==> config.mk <==
export PLATFORM = sky130hd
export DESIGN_NAME = seq_stage_controller
export DESIGN_NICKNAME = d
export VERILOG_FILES = /design/src/rtl/seq_stage_controller.sv
export SDC_FILE = /design/constraint.sdc
export NUM_CORES = 1
export LEC_CHECK = 0
export ABC_CLOCK_PERIOD_IN_PS = 6000
export BUFFER_PORTS_ARGS = -buffer_cell sky130_fd_sc_hd__buf_4
export CORE_MARGIN = 3
export CORE_UTILIZATION = 50
export CTS_CLUSTER_SIZE = 24
export DETAILED_ROUTE_END_ITERATION = 8
export GPL_ROUTABILITY_DRIVEN = 0
export PLACE_DENSITY = 0.79
export RECOVER_POWER = 50
export SYNTH_ARGS = -nofsm -noshare
export SYNTH_HDL_FRONTEND = slang
export SYNTH_SLANG_ARGS = --single-unit
==> constraint.sdc <==
create_clock -name clk -period 6 [get_ports clk]
set_clock_uncertainty 0.2 [all_clocks]
set_input_delay 1.5 -clock clk [delete_from_list [all_inputs] [get_ports clk]]
set_output_delay 1.5 -clock clk [all_outputs]
set_load 0.01 [all_outputs]
==> src/rtl/seq_stage_controller.sv <==
// Multi-cycle sequencer for the Y86-64 SEQ datapath: owns the architectural PC
// and status register and steps six one-hot stage enables per instruction.
module seq_stage_controller #(
    parameter logic [63:0] RESET_PC = 64'h0,
    parameter int          CNT_W    = 32
) (
    input  logic             clk,
    input  logic             rst,
    input  logic             start,
    input  logic             clear,
    input  logic             step_mode,
    input  logic             step_req,
    input  logic             hlt,
    input  logic             invalid_instruction,
    input  logic             invalid_instruction_address,
    input  logic             invalid_data_address,
    input  logic [63:0]      new_pc,
    output logic [63:0]      pc,
    output logic             fetch_en,
    output logic             decode_en,
    output logic             exec_en,
    output logic             mem_en,
    output logic             wb_en,
    output logic             pcupd_en,
    output logic [1:0]       status,
    output logic             running,
    output logic [CNT_W-1:0] retired,
    output logic [CNT_W-1:0] active_cycles
);

    typedef enum logic [3:0] {
        ST_IDLE   = 4'd0,
        ST_FETCH  = 4'd1,
        ST_DECODE = 4'd2,
        ST_EXEC   = 4'd3,
        ST_MEM    = 4'd4,
        ST_WB     = 4'd5,
        ST_PCUPD  = 4'd6,
        ST_PAUSE  = 4'd7,
        ST_HALTED = 4'd8
    } state_t;

    localparam logic [1:0] STAT_AOK = 2'd0;
    localparam logic [1:0] STAT_HLT = 2'd1;
    localparam logic [1:0] STAT_ADR = 2'd2;
    localparam logic [1:0] STAT_INS = 2'd3;

    state_t           state_r;
    state_t           state_next_s;
    logic [1:0]       status_r;
    logic [1:0]       status_next_s;
    logic [63:0]      pc_r;
    logic [CNT_W-1:0] retired_r;
    logic [CNT_W-1:0] active_r;
    logic             active_s;

    assign pc            = pc_r;
    assign status        = status_r;
    assign retired       = retired_r;
    assign active_cycles = active_r;
    assign active_s      = (state_r >= ST_FETCH) && (state_r <= ST_PCUPD);

    // State register.
    always_ff @(posedge clk or posedge rst) begin
        if (rst) begin
            state_r <= ST_IDLE;
        end else begin
            state_r <= state_next_s;
        end
    end

    // Next-state and next-status selection; clear overrides every transition.
    always_comb begin
        state_next_s  = state_r;
        status_next_s = status_r;
        if (clear) begin
            state_next_s  = ST_IDLE;
            status_next_s = STAT_AOK;
        end else begin
            case (state_r)
                ST_IDLE: begin
                    if (start) begin
                        state_next_s = ST_FETCH;
                    end else begin
                        state_next_s = ST_IDLE;
                    end
                end
                ST_FETCH: begin
                    if (hlt) begin
                        state_next_s  = ST_HALTED;
                        status_next_s = STAT_HLT;
                    end else if (invalid_instruction_address) begin
                        state_next_s  = ST_HALTED;
                        status_next_s = STAT_ADR;
                    end else if (invalid_instruction) begin
                        state_next_s  = ST_HALTED;
                        status_next_s = STAT_INS;
                    end else begin
                        state_next_s = ST_DECODE;
                    end
                end
                ST_DECODE: state_next_s = ST_EXEC;
                ST_EXEC:   state_next_s = ST_MEM;
                ST_MEM: begin
                    // A data fault halts before WB so the register file stays untouched.
                    if (invalid_data_address) begin
                        state_next_s  = ST_HALTED;
                        status_next_s = STAT_ADR;
                    end else begin
                        state_next_s = ST_WB;
                    end
                end
                ST_WB: state_next_s = ST_PCUPD;
                ST_PCUPD: begin
                    if (step_mode) begin
                        state_next_s = ST_PAUSE;
                    end else begin
                        state_next_s = ST_FETCH;
                    end
                end
                ST_PAUSE: begin
                    if (step_req || !step_mode) begin
                        state_next_s = ST_FETCH;
                    end else begin
                        state_next_s = ST_PAUSE;
                    end
                end
                ST_HALTED: state_next_s = ST_HALTED;
                default: begin
                    state_next_s  = ST_IDLE;
                    status_next_s = STAT_AOK;
                end
            endcase
        end
    end

    // Architectural PC, status and counters.
    always_ff @(posedge clk or posedge rst) begin
        if (rst) begin
            pc_r      <= RESET_PC;
            status_r  <= STAT_AOK;
            retired_r <= '0;
            active_r  <= '0;
        end else if (clear) begin
            pc_r      <= RESET_PC;
            status_r  <= STAT_AOK;
            retired_r <= '0;
            active_r  <= '0;
        end else begin
            status_r <= status_next_s;
            if (state_r == ST_PCUPD) begin
                pc_r      <= new_pc;
                retired_r <= retired_r + CNT_W'(1);
            end
            if (active_s) begin
                active_r <= active_r + CNT_W'(1);
            end
        end
    end

    // Moore decode of the stage enables from the state register.
    always_comb begin
        fetch_en  = 1'b0;
        decode_en = 1'b0;
        exec_en   = 1'b0;
        mem_en    = 1'b0;
        wb_en     = 1'b0;
        pcupd_en  = 1'b0;
        running   = active_s;
        case (state_r)
            ST_FETCH:  fetch_en  = 1'b1;
            ST_DECODE: decode_en = 1'b1;
            ST_EXEC:   exec_en   = 1'b1;
            ST_MEM:    mem_en    = 1'b1;
            ST_WB:     wb_en     = 1'b1;
            ST_PCUPD:  pcupd_en  = 1'b1;
            default: begin
                fetch_en = 1'b0;
            end
        endcase
    end

endmodule
-- Word-level counts from Yosys, hierarchy flattened
Cells that the tools add are included.
- equal/unequal tests: 11
- add/sub/neg operators: 2
- order comparisons: 2
- reductions and logical operators: 8
- mux-type cells: 27
- operator list (cell ; count):
    32-bit 2-to-1 mux ; 4
    64-bit 2-to-1 mux ; 2
    32-bit by 1-bit adder with 32-bit output, second input constant ; 2
    4-bit one-hot mux with 9 select lines ; 1
    4-bit 2-to-1 mux ; 5
    4-bit by 3-bit equality test with 1-bit output, second input constant ; 4
    2-bit 2-to-1 mux ; 5
    4-bit by 2-bit equality test with 1-bit output, second input constant ; 2
    1-bit 2-to-1 mux ; 7
    7-bit OR reduction ; 1
    3-bit 2-to-1 mux ; 2
    2-bit one-hot mux with 3 select lines ; 1
    5-bit inequality test, second input constant ; 1
    4-bit by 1-bit equality test with 1-bit output, second input constant ; 1
    4-bit equality test, second input constant ; 1
    4-bit by 1-bit >= comparator with 1-bit output, second input constant ; 1
    4-bit by 3-bit less-or-equal comparator with 1-bit output, second input constant ; 1
    4-bit logical NOT ; 1
    2-bit nonzero test ; 2
    3-bit inequality test, second input constant ; 1
    3-bit AND reduction ; 1
    2-bit by 1-bit inequality test with 1-bit output, second input constant ; 1
    1-bit logical AND ; 1
    1-bit logical NOT ; 1
    1-bit logical OR ; 1
- output and inout bits: 137
- flip-flop bits (word level): 134
- word-level logic and storage cells: 55

-- Depth between registers and ports, before layout
Gate-level depths: netlist of run 1.
- word-level depth: 5
- gate-level depth with buffers: 8
- gate-level depth less buffers: 6

-- Least setup slack after synthesis of run 1
No wires, ideal clock.
- kind: register to output
- start: register state_r[0]
- end: output port pcupd_en
- cell stages (with the launch flop): 6
- data required time: 4300 ps
- buffers on the path: 3
- setup slack: 3019 ps
- data arrival time: 1281 ps
- cells stage by stage: dfrtp_1 nand4bb_1 clkbuf_1 inv_1 buf_2 buf_1
- longest elaborated chain between the ends: 2
- ends and longest elaborated chain (element ; line ; text):
    start: declaration ; 48 ; state_t state_r;
    start signal: assignment ; 68 ; state_r <= state_next_s;
    4-bit by 3-bit equality test with 1-bit output ; 170 ; case (state_r)
    1-bit 2-to-1 mux ; 170 ;
    end: declaration ; 24 ; output logic pcupd_en,
No other way between the ends.

-- Worst setup path in the final report of run 1
Ends and elaborated chain as after synthesis.

==> out/qor.txt, run 1 <==
hold slack: 0.321 ns
share of cells above drive strength 1: 26.1%
Worst R2R Setup Slack: 2.45 ns
DR WL/cell: 16.4 um
Inserted Clock Buffers: 17
Logic pwr share: 4.7%
number of DRC markers in iteration 0: 564
Crit. Startpoint: state_r[0]$_DFF_PP0_
met1 Use GR: 33.4%
htree depth: 4
number of diodes: 0
Reg power frac: 44.1%
DRT Wirelength: 17500 um
drt first pass iters: 5
P&R area growth vs syn: 35.1%
hold_buf cts: 0
WP data arrival: 2.12 ns
nets@finish: 959
Crit Reg-Reg Startpoint: state_r[0]$_DFF_PP0_
NetSw: 0.000445 W
GRT Util Overall: 25.4%
CTS sink count: 134
total chip power: 0.00207 W
Max clock buf depth: 2
largest net degree at the start of global routing: 80
number of synthesized flops with an enable pin: 0
PortBufs: 210
pwr dens: 246 nW/um^2
commonest non-fill, non-tap cells in the layout: buf_4 (191), nand2_1 (155), dfrtp_1 (134)
GR peak layer: met2
crit path capture: pcupd_en
initial antenna violation count: 0
max frequency: 262 MHz
unrepaired setup endpoints after global routing: false
final hold violations: 0
Switching Fraction: 21.5%
fraction of registers with async set/reset: 100%
Int Pwr: 0.00162 W
Yosys warning total: 0
# setup viols final: 0
synthesized cell area: 6230 um^2
num rows: 40
Crit Path Max Fanout: 69
endpoint type of the worst setup path: output port
num ports: 211
Initial Utilization: 51.5%
# resized after CTS: 0
cell area after layout: 8420 um^2
CTS tree: built
Residual DRC: 0
Detailed Place HPWL: 11900 um
setup tns final: 0 ns
reg2reg path depth: 8
met3 Track Usage GR: 6.44%
Seq/Total Area, Yosys: 53.8%
critical path required time: 4.30 ns
relative slew slack: -64.1%
Leak Pwr: 3.84 nW
Tightest Hold Check Type: flip-flop to flip-flop
clock root cell: clkbuf_16
via count: 5963
syn avg cell area: 9.04 um^2
flops & latches, synth: 134
VDD IR max: 0.145 mV
grt ovf: 0
# fillers: 968
Post-Syn Nets: 766
met2 GRT Util: 39.9%
post-CTS setup buffer count: 0
Core Footprint: 12100 um^2
global-route wire length before repair: 28800 um
die area: 13800 um^2
Chip Width: 118 um
Worst Max-Slew Pin Slew: 2.45 ns
power share of the clock group: 51.1%
dpl cell area: 7910 um^2
die height: 118 um
Synth Flop Type: dfrtp_1
final period utilization: 63.7%
Mapped Cells: 690
Slew Limit Fails: 68
failing checks: capacitance limit, slew limit
pre-CTS setup slack: 2.56 ns
worst setup margin: 2.18 ns
Worst-path clk slew: 0.06 ns
crit start category: flip-flop
Synth cell types: 43
post-DR vias/cell: 5.60
vias in the first global route: 5712
Worst R2R End: retired[30]$_DFFE_PP0P_
Worst-Skew Late Latency: 0.42 ns
leading cell type in the layout, fill and taps excluded: buf_4
minimum clock period: 3.82 ns
outcome: finished with violations
crit path kind: flip-flop to output port
antenna viol nets, final: 0
Max Cap Violations: 2
==> kinds of logic (layout without fill, tap and decap cells) <==
group	Yosys count	after routing	share of synthesized area [%]
compound gates	98	98	8.27
buf+inv	51	257	3.25
fa+ha+maj	2	2	0.401
xor+xnor	52	52	7.30
simple gates	350	350	26.5
mux	3	3	0.502
flops	134	134	53.8
==> routing by layer <==
metal	share of wire [%]	routed length [um]
met5	0	0
met4	3.5	606
met3	6.7	1170
met2	49	8520
met1	41	7170
==> sequential cells by signal (all words and copies together) (netlist names) <==
| name | flops |
|---|---|
| status | 2 |
| retired | 32 |
| active_cycles | 32 |
| state_r | 4 |
| pc | 64 |
==> worst min-delay path by stage <==
stage | startpoint | to | cells after the start
final | pc[14]$_DFFE_PP0P_ | pc[14]$_DFFE_PP0P_ | 2
after global routing | pc[40]$_DFFE_PP0P_ | pc[40]$_DFFE_PP0P_ | 2
after CTS | pc[40]$_DFFE_PP0P_ | pc[40]$_DFFE_PP0P_ | 2
after detailed placement | pc[40]$_DFFE_PP0P_ | pc[40]$_DFFE_PP0P_ | 2
after global placement | pc[35]$_DFFE_PP0P_ | pc[35]$_DFFE_PP0P_ | 2
after floorplan | status[0]$_DFFE_PP0P_ | status[0]$_DFFE_PP0P_ | 2
==> power groups by stage <==
| stage | logic (W) | registers (W) | clock network (W) |
|---|---|---|---|
| after global placement | 0.0000980 | 0.000928 | 0 |
| final | 0.0000981 | 0.000913 | 0.00106 |
| after floorplan | 0.0000464 | 0.000926 | 0 |
| after detailed placement | 0.000100 | 0.000929 | 0 |
| after CTS | 0.000101 | 0.000913 | 0.00107 |
| after global routing | 0.000108 | 0.000913 | 0.00112 |
==> area by class of cell <==
class | instances | area [um^2] | share of cell area (%)
flip-flops and latches | 134 | 3350 | 39.8
multi-input cells | 505 | 2680 | 31.8
repair buffers | 215 | 1530 | 18.2
clock buffers | 20 | 457 | 5.42
well taps | 168 | 210 | 2.50
clock inverters | 12 | 153 | 1.81
inverters | 10 | 38.8 | 0.461
==> per-stage QoR <==
stage / utilization [%] / std cells
CTS: 70.4 / 1064
global placement: 65.3 / 1032
detailed placement: 65.3 / 1032
global route: 69.5 / 1064
finish: 69.5 / 1064
floorplan: - / 690
==> worst max-delay path, stage by stage, from the launching register on <==
cell and delay [ns]:
dfrtp_1 0.57, nand4bb_2 0.22, buf_4 0.56, inv_1 0.14
buf_4 0.18
==> Yosys cell counts (4+ instances only) <==
cell      number  area share [%]
nor3_1        17             1.4
inv_1         10            0.60
and2_1         4            0.40
or3_1          8            0.80
dfrtp_1      134              54
clkbuf_1      26             1.6
nand4_1       26             2.6
o21ai_0        9            0.72
and4_1         7            0.98
nand2_1      155             9.3
xnor2_1       23             3.2
buf_1          8            0.48
buf_2          6            0.48
nor2_1        68             4.1
nor4_1        10             1.0
a21oi_1       80             6.4
xor2_1        29             4.1
nand3_1       19             1.5
and3_1        13             1.3
(Power assumes the default switching activity.)
==> run 2: changes to the inputs <==
- ABC_AREA: default -> 1
- ABC_CLOCK_PERIOD_IN_PS: 6000 -> 3550
- PLACE_DENSITY: 0.79 -> 0.78
- clock period: 6 -> 3.55 ns (I/O delays scaled with it)
==> run 2 against run 1 <==
Compared with the run above:
- synthesized area is 9.9% higher
- clock power is 77% higher
- via count is 15% higher
- critical endpoint is now retired[9]$_DFFE_PP0P_
- hold slack worse by 0.020 ns
- sequential share of layout area is 2.5 points lower
- largest cell class unchanged
- the run still ends with capacitance limit, slew limit left
- cell count is 25% higher
- non-clock buffer count is 3 higher
- global-route usage is 0.74 points higher
- die area is 9.3% higher
==> out/qor.txt, run 2 <==
Core Footprint: 13300 um^2 (was 12100 um^2)
num rows: 42 (was 40)
crit start category: flip-flop (unchanged)
# fillers: 1179 (was 968)
number of synthesized flops with an enable pin: 0 (unchanged)
Worst Hold Depth: 2 (unchanged)
unrepaired setup endpoints after global routing: false (unchanged)
WP data arrival: 2.98 ns (was 2.12 ns)
Hold Path Sink: pc[26]$_DFFE_PP0P_ (was pc[14]$_DFFE_PP0P_)
Area contributors post-synth: dfrtp_1 (49%), nand2_1 (15%), nor2_1 (8.8%) (was dfrtp_1 (54%), nand2_1 (9.3%), a21oi_1 (6.4%))
GRT Util Overall: 26.2% (was 25.4%)
Multi-input gate area: 2950 um^2 (was 2680 um^2)
uppermost routed layer: met4 (unchanged)
power share of the clock group: 51.9% (was 51.1%)
Worst R2R End: retired[9]$_DFFE_PP0P_ (was retired[30]$_DFFE_PP0P_)
WL met1: 7880 um (was 7170 um)
Post-Syn Nets: 1014 (was 766)
final period utilization: 79.8%
failing checks: capacitance limit, slew limit (unchanged)
via count: 6854 (was 5963)
htree depth: 4 (unchanged)
nets@finish: 1215 (was 959)
cell with the most instances after synthesis: nand2_1 (unchanged)
flops & latches, synth: 134 (unchanged)
routed wl met3: 1620 um (was 1170 um)
Leak Pwr: 4.54 nW (was 3.84 nW)
max frequency: 353 MHz
hold path start: pc[26]$_DFFE_PP0P_ (was pc[14]$_DFFE_PP0P_)
relative slew slack: -1.43% (was -64.1%)
final hold violations: 0 (unchanged)
clock root cell: clkbuf_16 (unchanged)
setup tns final: 0 ns (unchanged)
die area: 15100 um^2 (was 13800 um^2)
cell taking the most area after synthesis: dfrtp_1 (unchanged)
crit path kind: flip-flop to flip-flop (was flip-flop to output port)
largest net degree at the start of global routing: 88 (was 80)
Worst-Skew Late Latency: 0.42 ns (about the same)
Inserted Clock Buffers: 17 (unchanged)
minimum clock period: 2.83 ns
Residual DRC: 0 (unchanged)
Reg power frac: 42.7% (was 44.1%)
Seq/Total Area, Yosys: 49.0% (was 53.8%)
Switching Fraction: 22.7% (was 21.5%)
DR WL/cell: 14.5 um (was 16.4 um)
FF+latch area: 3350 um^2 (unchanged)
grt ovf: 0 (unchanged)
post-synthesis mux area share: 0% (was 0.502%)
largest family of logic cells by synthesized area: simple AND/OR/NAND/NOR gates (unchanged)
Yosys top cell area share: 49.0% (was 53.8%)
Synth cell types: 33 (was 43)
PortBufs: 210 (unchanged)
CTS sink count: 134 (unchanged)
Chip Width: 123 um (was 118 um)
Worst-path clk slew: 0.06 ns (about the same)
Max clock buf depth: 2 (unchanged)
final non-filler cell total: 1328 (was 1064)
met2 wire len: 9390 um (was 8520 um)
# setup viols final: 0 (unchanged)
fraction of registers with async set/reset: 100% (unchanged)
critical path required time: 3.70 ns (was 4.30 ns)
share of cells above drive strength 1: 19.9% (was 26.1%)
Synth top cells by count: nand2_1 (279), nor2_1 (161), dfrtp_1 (134) (was nand2_1 (155), dfrtp_1 (134), a21oi_1 (80))
Detailed Place HPWL: 13700 um (was 11900 um)
hold_buf cts: 0 (unchanged)
DRT Wirelength: 19200 um (was 17500 um)
post-placement cell count: 1296 (was 1032)
pwr dens: 402 nW/um^2 (was 246 nW/um^2)
Initial Utilization: 51.5% (about the same)
leading cell type in the layout, fill and taps excluded: nand2_1 (was buf_4)
synthesized cell area: 6850 um^2 (was 6230 um^2)
Post-Synth XOR/XNOR Area: 0% (was 7.30%)
VDD IR max: 0.409 mV (was 0.145 mV)
Crit Reg-Reg Startpoint: state_r[3]$_DFF_PP0_ (was state_r[0]$_DFF_PP0_)
Slew Limit Fails: 30 (was 68)
num ports: 211 (unchanged)
Yosys warning total: 0 (unchanged)
vias in the first global route: 6404 (was 5712)
P&R area growth vs syn: 31.1% (was 35.1%)
Crit Path Max Fanout: 44 (was 69)
Synth Flop Type: dfrtp_1 (unchanged)
reg2reg path depth: 8 (unchanged)
number of DRC markers in iteration 0: 426 (was 564)
Worst R2R Setup Slack: 0.72 ns (was 2.45 ns)
number of diodes: 0 (unchanged)
# resized after CTS: 0 (unchanged)
Int Pwr: 0.00279 W (was 0.00162 W)
Logic pwr share: 5.4% (was 4.7%)
die height: 123 um (was 118 um)
global-route wire length before repair: 31200 um (was 28800 um)
post-CTS setup buffer count: 0 (unchanged)
endpoint type of the worst setup path: flip-flop (was output port)
drt first pass iters: 5 (unchanged)
antenna viol nets, final: 0 (unchanged)
Post-Synth Adder-Cell Area: 0.365% (was 0.401%)
Synth Area in Simple Gates: 36.2% (was 26.5%)
NetSw: 0.000818 W (was 0.000445 W)
CTS tree: built (unchanged)
commonest non-fill, non-tap cells in the layout: nand2_1 (280), buf_4 (181), nor2_1 (166) (was buf_4 (191), nand2_1 (155), dfrtp_1 (134))
Largest register FFs: 64 (unchanged)
post-synthesis compound-gate area fraction: 7.27% (was 8.27%)
Worst Max-Slew Pin Slew: 1.52 ns (was 2.45 ns)
syn avg cell area: 7.30 um^2 (was 9.04 um^2)
post-DR vias/cell: 5.16 (was 5.60)
initial antenna violation count: 0 (unchanged)
Tightest Hold Check Type: flip-flop to flip-flop (unchanged)
Mapped Cells: 938 (was 690)
outcome: finished with violations (unchanged)
Max Cap Violations: 1 (was 2)
==> run 2: changes by cell type after synthesis, sizes merged, moves of 17 or more <==
cell   previous run  this run
nand3            19       115
xnor2            23         0
nor2             69       168
nand2           155       284
nand4            27        10
inv              10        80
xor2             29         0
==> run 2: routing by layer <==
| metal | vias up | GRT usage, % |
|---|---|---|
| met3 | 33 | 9.10 |
| li1 | 3386 | - |
| met2 | 232 | 41.3 |
| met1 | 3203 | 33.8 |
| met5 | - | 0 |
| met4 | 0 | 8.72 |
==> run 2: area by class of cell <==
type,instances,share of cell area [%]
well taps,176,2.45
repair buffers,218,16.9
inverters,81,3.43
clock inverters,15,2.27
clock buffers,17,4.74
multi-input cells,687,32.8
flip-flops and latches,134,37.3
==> run 2: critical path, cell delays in order, from the launching register on <==
cell,delay [ns]
dfrtp_1,0.38
inv_1,0.09
nand2_1,0.18
nor2_1,0.30
clkbuf_2,0.79
nand2_1,0.27
nor2_1,0.28
o21ai_0,0.13
a21oi_1,0.14
==> run 2: worst max path at each step <==
stage | startpoint | slack (ns) | to | depth (start not counted)
2_1_floorplan | rst | 0.80 | active_cycles[0]$_DFFE_PP0P_ | 1
3_3_place_gp | clear | 1.04 | retired[10]$_DFFE_PP0P_ | 5
3_5_place_dp | clear | 0.98 | retired[10]$_DFFE_PP0P_ | 5
4_1_cts | state_r[2]$_DFF_PP0_ | 0.87 | running | 5
5_1_grt | rst | 0.41 | pc[41]$_DFFE_PP0P_ | 3
6_report | state_r[3]$_DFF_PP0_ | 0.72 | retired[9]$_DFFE_PP0P_ | 8
==> run 2: logic make-up after synthesis <==
| kind of cell | count (synthesis) |
|---|---|
| DFF | 134 |
| buffers and inverters | 117 |
| AOI/OAI and AO/OA | 96 |
| and+or+nand+nor | 589 |
| adders and majority gates | 2 |
==> run 2: power groups by stage <==
| stage | clock, W | combinational (W) | sequential [W] |
|---|---|---|---|
| 6_report | 0.00188 | 0.000194 | 0.00154 |
| 5_1_grt | 0.00196 | 0.000220 | 0.00154 |
| 3_3_place_gp | 0 | 0.000205 | 0.00157 |
| 3_5_place_dp | 0 | 0.000206 | 0.00157 |
| 4_1_cts | 0.00190 | 0.000207 | 0.00154 |
| 2_1_floorplan | 0 | 0.000100 | 0.00157 |
==> run 2: stage by stage <==
| stage | util (%) | total power, W | cell area [um^2] | setup slack (ns) | hold slack [ns] |
|---|---|---|---|---|---|
| after CTS | 69.1 | 0.00365 | 9190 | 0.868 | 0.305 |
| final | 67.5 | 0.00361 | 8980 | 0.716 | 0.301 |
| after global routing | 67.5 | 0.00373 | 8980 | 0.411 | 0.325 |
| after global placement | 64.4 | 0.00177 | 8560 | 1.04 | 0.286 |
| after detailed placement | 64.4 | 0.00178 | 8560 | 0.984 | 0.289 |
| after floorplan | - | 0.00167 | 6850 | 0.797 | 0.332 |
